## src/rtl/axis_pkg.sv

```systemverilog
// Shared definitions for the 8-bit AXI-Stream packet generator: data and
// counter widths, the generator FSM state type and a counter-width helper.
package axis_pkg;

    localparam int AXIS_DATA_W = 8;
    localparam int PKT_CNT_W   = 16;

    typedef enum logic [1:0] {
        ST_IDLE = 2'd0,
        ST_SEND = 2'd1,
        ST_GAP  = 2'd2
    } pkt_state_e;

    // Bits needed to hold values 0..max_val, never less than one bit.
    function automatic int ctr_width(input int max_val);
        return (max_val < 2) ? 1 : $clog2(max_val + 1);
    endfunction

endpackage

```

## src/rtl/axis_beat_ctr.sv

```systemverilog
// Loadable down-counter used for remaining-beat tracking and for the
// inter-packet gap countdown. Decrements saturate at zero.
module axis_beat_ctr
    import axis_pkg::*;
#(
    parameter int W = 8
) (
    input  logic         clk,
    input  logic         rst,
    input  logic         load_in,
    input  logic [W-1:0] load_val_in,
    input  logic         dec_in,
    output logic         last_out,
    output logic         next_last_out,
    output logic         zero_out
);

    logic [W-1:0] count_q;
    logic [W-1:0] count_d;

    // Next count: a load wins over a decrement; the count never goes below zero.
    always_comb begin
        count_d = count_q;
        if (load_in) begin
            count_d = load_val_in;
        end else if (dec_in && (count_q != '0)) begin
            count_d = count_q - 1'b1;
        end
    end

    // Count register, cleared asynchronously.
    always_ff @(posedge clk or negedge rst) begin
        if (!rst) begin
            count_q <= '0;
        end else begin
            count_q <= count_d;
        end
    end

    assign last_out      = (count_q == W'(1));
    // Lets the owner register a "last" flag that is aligned with the new count.
    assign next_last_out = (count_d == W'(1));
    assign zero_out      = (count_q == '0);

endmodule

```

## src/rtl/axis_8bit_pkt_gen.sv

```systemverilog
// AXI-Stream 8-bit packet transmitter: on an accepted start it sends a packet
// of len_in beats with incrementing data from base_in, honours backpressure,
// then idles GAP_CYCLES cycles before it accepts the next start.
module axis_8bit_pkt_gen
    import axis_pkg::*;
#(
    parameter int LEN_W      = 8,
    parameter int GAP_CYCLES = 2
) (
    input  logic                   clk,
    input  logic                   rst,
    input  logic                   start_in,
    input  logic [LEN_W-1:0]       len_in,
    input  logic [AXIS_DATA_W-1:0] base_in,
    output logic [AXIS_DATA_W-1:0] m_tdata_out,
    output logic                   m_tvalid_out,
    input  logic                   m_tready_in,
    output logic                   m_last_out,
    output logic                   busy_out,
    output logic                   done_out,
    output logic [PKT_CNT_W-1:0]   pkt_cnt_out
);

    localparam int GAP_W = ctr_width(GAP_CYCLES);

    pkt_state_e             state_q, state_d;
    logic [AXIS_DATA_W-1:0] tdata_q, tdata_d;
    logic                   tvalid_q, tvalid_d;
    logic                   last_q, last_d;
    logic                   busy_q, busy_d;
    logic                   done_q, done_d;
    logic [PKT_CNT_W-1:0]   cnt_q, cnt_d;

    logic beat_load, beat_dec, beat_last, beat_next_last, beat_zero;
    logic gap_load, gap_dec, gap_last, gap_next_last, gap_zero;
    logic unused_gap_next_last;
    logic xfer;

    assign xfer = tvalid_q & m_tready_in;
    assign unused_gap_next_last = gap_next_last;

    axis_beat_ctr #(.W(LEN_W)) u_beat_ctr (
        .clk           (clk),
        .rst           (rst),
        .load_in       (beat_load),
        .load_val_in   (len_in),
        .dec_in        (beat_dec),
        .last_out      (beat_last),
        .next_last_out (beat_next_last),
        .zero_out      (beat_zero)
    );

    axis_beat_ctr #(.W(GAP_W)) u_gap_ctr (
        .clk           (clk),
        .rst           (rst),
        .load_in       (gap_load),
        .load_val_in   (GAP_W'(GAP_CYCLES)),
        .dec_in        (gap_dec),
        .last_out      (gap_last),
        .next_last_out (gap_next_last),
        .zero_out      (gap_zero)
    );

    // Next-state and next-output logic; every output is computed here and registered.
    always_comb begin
        state_d   = state_q;
        tdata_d   = tdata_q;
        tvalid_d  = tvalid_q;
        last_d    = last_q;
        done_d    = 1'b0;
        cnt_d     = cnt_q;
        beat_load = 1'b0;
        beat_dec  = 1'b0;
        gap_load  = 1'b0;
        gap_dec   = 1'b0;
        unique case (state_q)
            ST_IDLE: begin
                if (start_in && (len_in != '0)) begin
                    state_d   = ST_SEND;
                    beat_load = 1'b1;
                    tdata_d   = base_in;
                    tvalid_d  = 1'b1;
                    last_d    = beat_next_last;
                end
            end
            ST_SEND: begin
                if (beat_zero) begin
                    // Unreachable in normal operation; recovers a corrupted count.
                    state_d  = ST_IDLE;
                    tvalid_d = 1'b0;
                    last_d   = 1'b0;
                end else if (xfer) begin
                    beat_dec = 1'b1;
                    tdata_d  = tdata_q + 8'd1;
                    last_d   = beat_next_last;
                    if (beat_last) begin
                        tvalid_d = 1'b0;
                        last_d   = 1'b0;
                        done_d   = 1'b1;
                        cnt_d    = cnt_q + 1'b1;
                        if (GAP_CYCLES == 0) begin
                            state_d = ST_IDLE;
                        end else begin
                            state_d  = ST_GAP;
                            gap_load = 1'b1;
                        end
                    end
                end
            end
            ST_GAP: begin
                gap_dec = 1'b1;
                if (gap_last || gap_zero) begin
                    state_d = ST_IDLE;
                end
            end
            default: begin
                state_d  = ST_IDLE;
                tvalid_d = 1'b0;
                last_d   = 1'b0;
            end
        endcase
        busy_d = (state_d != ST_IDLE);
    end

    // State and output registers; reset clears everything immediately.
    always_ff @(posedge clk or negedge rst) begin
        if (!rst) begin
            state_q  <= ST_IDLE;
            tdata_q  <= '0;
            tvalid_q <= 1'b0;
            last_q   <= 1'b0;
            busy_q   <= 1'b0;
            done_q   <= 1'b0;
            cnt_q    <= '0;
        end else begin
            state_q  <= state_d;
            tdata_q  <= tdata_d;
            tvalid_q <= tvalid_d;
            last_q   <= last_d;
            busy_q   <= busy_d;
            done_q   <= done_d;
            cnt_q    <= cnt_d;
        end
    end

    assign m_tdata_out  = tdata_q;
    assign m_tvalid_out = tvalid_q;
    assign m_last_out   = last_q;
    assign busy_out     = busy_q;
    assign done_out     = done_q;
    assign pkt_cnt_out  = cnt_q;

endmodule

```

## config.mk

```make
export PLATFORM = sky130hd
export DESIGN_NAME = axis_8bit_pkt_gen
export DESIGN_NICKNAME = d
export VERILOG_FILES = /design/src/rtl/axis_pkg.sv /design/src/rtl/axis_beat_ctr.sv /design/src/rtl/axis_8bit_pkt_gen.sv
export SDC_FILE = /design/constraint.sdc
export NUM_CORES = 1
export LEC_CHECK = 0
export ABC_AREA = 1
export CORE_MARGIN = 3
export CORE_UTILIZATION = 32
export DETAILED_ROUTE_END_ITERATION = 7
export SYNTH_ARGS = -nofsm -noshare
export SYNTH_HDL_FRONTEND = slang
export SYNTH_SLANG_ARGS = --single-unit
```

## constraint.sdc

```tcl
create_clock -name clk -period 2.2 [get_ports clk]
set_input_delay 0.33 -clock clk [delete_from_list [all_inputs] [get_ports clk]]
set_output_delay 0.33 -clock clk [all_outputs]
set_load 0.05 [all_outputs]
```

* Yosys cells after proc, flatten, opt, wreduce, memory -nomap -nowiden
Index checks and enable logic that the tools add are counted.
Word-level totals: output and inout bits 28, logic and storage cells 77, input bits 20, register bits 40
Cells by class: mux-type cells 34, reduce and logical (&&, ||, !) cells 17, eq/ne operators 10, add/sub/neg operators 4, bitwise logic cells 3
Operators by type and width (number):
- 2-to-1 mux 8 bit | 5
- 2-to-1 mux 1 bit | 18
- adder 16 x 1 -> 16 bit, second input constant | 1
- equality test 8 x 1 -> 1 bit, second input constant | 2
- one-hot mux 8 bit (2 select lines) | 1
- nonzero test 8 bit | 2
- 2-to-1 mux 2 bit | 7
- AND reduction 4 bit | 3
- adder 8 x 1 -> 8 bit, second input constant | 1
- logical NOT 8 bit | 1
- nonzero test 2 bit | 4
- subtractor 8 x 1 -> 8 bit, second input constant | 1
- != test 2 bit, second input constant | 3
- != test 3 bit, second input constant | 2
- one-hot mux 1 bit (3 select lines) | 2
- one-hot mux 2 bit (3 select lines) | 1
- equality test 2 x 1 -> 1 bit, second input constant | 2
- logical NOT 2 bit | 2
- logical AND 1 bit | 3
- AND reduction 3 bit | 1
- equality test 2 bit, second input constant | 1
- inverter 1 bit | 2
- subtractor 2 x 1 -> 2 bit, second input constant | 1
- AND 1 bit | 1
- logical OR 1 bit | 1

* Longest topological paths before layout
depth after elaboration 12, mapped depth 14, gate-level depth less buffers 14

* Hierarchy
Synthesis repeated with hierarchy kept, for this count alone.
Unflattened totals: cells, all modules 358, area total of the unflattened synthesis 2590.0 µm²
Modules (own cells, without submodules):
- axis_8bit_pkt_gen | cells each 231, sequential area each 750.7 µm², instances 1, area an instance 1737.9 µm²
- axis_beat_ctr (u_beat_ctr) | cells each 106, sequential area each 200.2 µm², instances 1, area an instance 698.2 µm²
- axis_beat_ctr (u_gap_ctr) | cells each 21, sequential area each 50.0 µm², instances 1, area an instance 153.9 µm²

* Least setup slack after synthesis
OpenSTA, ideal clock, no wires.
path type register to register, start register tvalid_q, in the netlist m_tvalid_out, end register cnt_q[12], in the netlist pkt_cnt_out[12], arrival 1.718 ns, setup time 0.120 ns, cell stages (with the launch flop) 12, period minus slack after synthesis 1.838 ns, required time 2.080 ns, buffers on the path 0, path slack 0.362 ns, cells stage by stage dfrtp_1 nand3_2 nor2_4 nand2_4 clkinv_2 nand2_4 nor2_4 nand2_4 nor2_8 nand3_1 nand2_1 nand2_1
Between the ends: word-level cells in the longest chain between the ends 2
Ends and longest elaborated chain:
- from (decl) | RTL line axis_8bit_pkt_gen.sv:28 | logic tvalid_q, tvalid_d;
- from (signal assigned) | RTL line axis_8bit_pkt_gen.sv:138 | tvalid_q <= tvalid_d;
- AND 1 bit | RTL line axis_8bit_pkt_gen.sv:39 | assign xfer = tvalid_q & m_tready_in;
- AND reduction 4 bit (no source line)
- to (signal assigned) | RTL line axis_8bit_pkt_gen.sv:142 | cnt_q <= cnt_d;
- to (decl) | RTL line axis_8bit_pkt_gen.sv:32 | logic [PKT_CNT_W-1:0] cnt_q, cnt_d;
Every way passes these cells. A chain may end at the register's enable or synchronous reset.

* Worst setup path after layout
start register cnt_q[10], in the netlist pkt_cnt_out[10], end output port pkt_cnt_out[10]
RTL lines:
- to (decl) | RTL line axis_8bit_pkt_gen.sv:21 | output logic [PKT_CNT_W-1:0] pkt_cnt_out
No word-level cell between the ends.

==> Implementation_results.wiki <==
{| class="wikitable"
! Metric !! Value
|-
| Detailed Routing Iterations Pass 1 || 4
|-
| Internal power component || 1.73 mW
|-
| Vias in the first global route || 2095
|-
| Async set-reset flop share out of synthesis || 100%
|-
| Nets || 392
|-
| Number of nets produced by synthesis || 337
|-
| Global-route wire length before repair || 9.62 mm
|-
| Number of setup violations in the final report || 0
|-
| Row Count || 30
|-
| Clock transition at the registers of the reported paths || 90 ps
|-
| M3 GR Usage || 3.77%
|-
| Initial cell density of the core || 34.0%
|-
| Number of diodes added for antenna fixing || 0
|-
| Area overhead of the layout relative to synthesis || 30.7%
|-
| Distinct cell type count of the synthesized netlist || 26
|-
| Area share of the largest cell type after synthesis || 42.2%
|-
| Family with the most delay on the worst path || buffers and inverters
|-
| Number of placed instances with taps included || 454
|-
| RSZ-0062 raised after global routing || false
|-
| Leakage component of the power || 1.58 nW
|-
| Most frequently used cell type in the post-synthesis netlist || nand2_1
|-
| Non-filler instance count after layout || 462
|-
| Switching power total || 1.27 mW
|-
| Horizontal die dimension || 92.1 um
|-
| Max H-tree Level || 2
|-
| GRT Util Overall || 13.9%
|-
| Logic pwr share || 43.4%
|-
| Result of the run || finished clean
|-
| Top area cells in the synthesized netlist || dfrtp_1 42%, nand2_1 13%, inv_1 6.8%
|-
| Number of remaining DRC errors || 0
|-
| Max Clk Rate || 506 MHz
|-
| Power share of the clock group || 21.5%
|-
| Net switching fraction of the power || 42.4%
|-
| Maximum number of pins on one net before global-route repair || 27
|-
| Min Clock Period, post-route || 1980 ps
|-
| Reg power frac || 35.0%
|-
| Post-synth top cells || 83 x nand2_1, 43 x inv_1, 40 x dfrtp_1, 30 x nor2_1, 21 x nand3_1
|-
| Buffer depth of the longest clock path || 2
|-
| Sum of negative setup slack || 0 ps
|-
| Drt wl/cell || 12.2 um
|-
| Capturing element type of the critical path || primary output
|-
| Worst Setup Path Type || flop to primary output
|-
| Delay of the slowest cell on the worst path || 860 ps
|-
| Clk sinks || 40
|-
| Part of the Yosys area used for sequential elements || 42.2%
|-
| Final ANT Viol Nets || 0
|-
| Overall die height || 92.1 um
|-
| Number of synthesized register bits || 40
|-
| Prevailing post-synth register cell || dfrtp_1
|-
| Combined area of all synthesized cells || 2370 sq um
|-
| Grt met1 use || 17.7%
|-
| Data required time at the worst endpoint || 1870 ps
|-
| Share of post-route cells with drive strength above 1 || 9.56%
|-
| Standard cell with the maximum stage delay on the critical path || clkdlybuf4s50_1
|-
| Cts-stage hold buffer count || 0
|-
| Largest fanout on the critical path || 8
|-
| Dpl hpwl || 4.26 mm
|-
| Endpoint arrival time on the critical path || 1650 ps
|-
| Max-cap violations || 0
|-
| Clock tree from TritonCTS || built
|-
| Number of top-level design ports || 48
|-
| Setup clock skew after layout || 9.08 ps
|-
| IR drop worst, VDD || 0.278 mV
|-
| Placer's final routability congestion estimate || 0.807
|-
| Type of the most critical hold path || primary input to async pin
|-
| Post-CTS setup-driven buffer insertion count || 0
|-
| Worst hold slack || 44.9 ps
|-
| Worst max-slew margin expressed relative to the limit || 58.2%
|-
| PnR Total Power || 3.00 mW
|-
| Overall via count from detail_route || 2084
|-
| Cells traversed along the worst timing path || clkdlybuf4s50_1
|-
| Yosys Warn Count || 0
|-
| Number of synthesized flops with an enable pin || 0
|-
| Top cell type by total area after synthesis || dfrtp_1
|-
| TritonCTS buffer count || 5
|-
| Count of endpoints failing hold in the final timing report || 0
|-
| Full die area || 8490 sq um
|-
| Global route overflow || 0
|-
| Worst skew pair latency || 300 ps
|-
| # resized after CTS || 0
|-
| Routing layer with the top usage in global route || met2
|-
| Wirelength, routed || 5.62 mm
|-
| Filler Cell Count || 720
|-
| Critical path startpoint category || flop
|-
| Total core area || 6980 sq um
|-
| Pins Over Slew Limit || 0
|-
| Slew at the pin with the worst max-slew slack || 627 ps
|-
| Number of design-rule violations left by the first detailed-router iteration || 79
|-
| Power Dens Cells || 966 nW/um^2
|-
| Gate count after technology mapping || 310
|-
| Final critical-path share of the clock period || 89.8%
|-
| Root cell of the clock tree || clkbuf_8
|-
| Post-Syn Area per Cell || 7.66 sq um
|-
| Count of buffering cells on the critical path with inverters included || 1
|-
| Avg Vias per Cell || 4.51
|-
| Port Buf Inserts || 47
|-
| Initial antenna violation count || 0
|-
| M2 GR Usage || 23.5%
|}
[per-layer routing]
layer / vias to the layer above / routed length [um]
met4: 0 / 58
met3: 6 / 264
met1: 957 / 2670
met2: 38 / 2630
met5: - / 0
li1: 1083 / -
[path summary, 6_finish.rpt]
check                           slack [ps]             from  cells past startpoint         endpoint
worst min-delay path                    40              rst                      1         done_out
worst min register to register         530       m_last_out                      2       m_last_out
max in group asynchronous             1590              rst                      2   m_tdata_out[0]
worst max-delay path                   220  pkt_cnt_out[10]                      1  pkt_cnt_out[10]
min in group clk                       530       m_last_out                      2       m_last_out
worst max register to register         260       state_q[0]                     10   m_tdata_out[6]
[power groups by stage]
stage	registers, mW	logic, mW	clock network (mW)
after detailed placement	1.07	1.30	0
after floorplan	1.32	0.632	0
after CTS	1.05	1.31	0.665
after global placement	1.06	1.29	0
after global routing	1.08	1.46	0.687
final	1.05	1.30	0.646
[final cells by class]
type                            count  area, sq um  share of cell area (%)
Multi-Input combinational cell    219         1180                    37.9
Sequential cell                    40         1000                    32.3
Timing Repair Buffer               53          510                    16.5
Inverter                           46          174                    5.60
Tap cell                           96          120                    3.87
Clock buffer                        6         82.6                    2.66
Clock inverter                      2         38.8                    1.25
[sequential cells by signal (all words and copies together), names as in the netlist]
| register | cells |
|---|---|
| busy_out | 1 |
| done_out | 1 |
| m_last_out | 1 |
| m_tdata_out | 8 |
| m_tvalid_out | 1 |
| pkt_cnt_out | 16 |
| state_q | 2 |
| u_beat_ctr.count_q | 8 |
| u_gap_ctr.count_q | 2 |
[cell usage in the layout (no fill, tap or decap), types with 2 or more instances in the layout]
master           instances
nor3_1                   6
nor2_4                   2
a21oi_1                  9
xnor2_1                  6
a31oi_1                  3
nand3_1                 21
nand4_1                  7
nor2_8                   2
o21ai_0                 14
buf_4                    6
xor2_1                  11
nor4_1                   2
nor2_1                  30
nand2_1                 83
inv_1                   43
dfrtp_1                 40
ha_1                     7
or2_2                    8
inv_2                    2
clkbuf_8                 6
nand2_4                  3
clkdlybuf4s50_1         46
[logic make-up after synthesis]
family | synth area share [%]
AO/OA/AOI/OAI | 6.11
XOR/XNOR | 6.27
adder cells (fa/ha/maj) | 3.69
buffers and inverters | 8.28
flip-flops | 42.2
multiplexers | 0.422
AND/OR/NAND/NOR | 33.1
[through the flow]
stage | util (%) | setup WS, ps | area (sq um)
final | 44.4 | 224 | 3100
after global routing | 44.4 | 4.56 | 3100
after CTS | 44.4 | 189 | 3100
after detailed placement | 42.7 | 103 | 2980
after global placement | 42.7 | 157 | 2980
after floorplan | - | 362 | 2370
No activity file was read; power rests on OpenSTA's default activity.
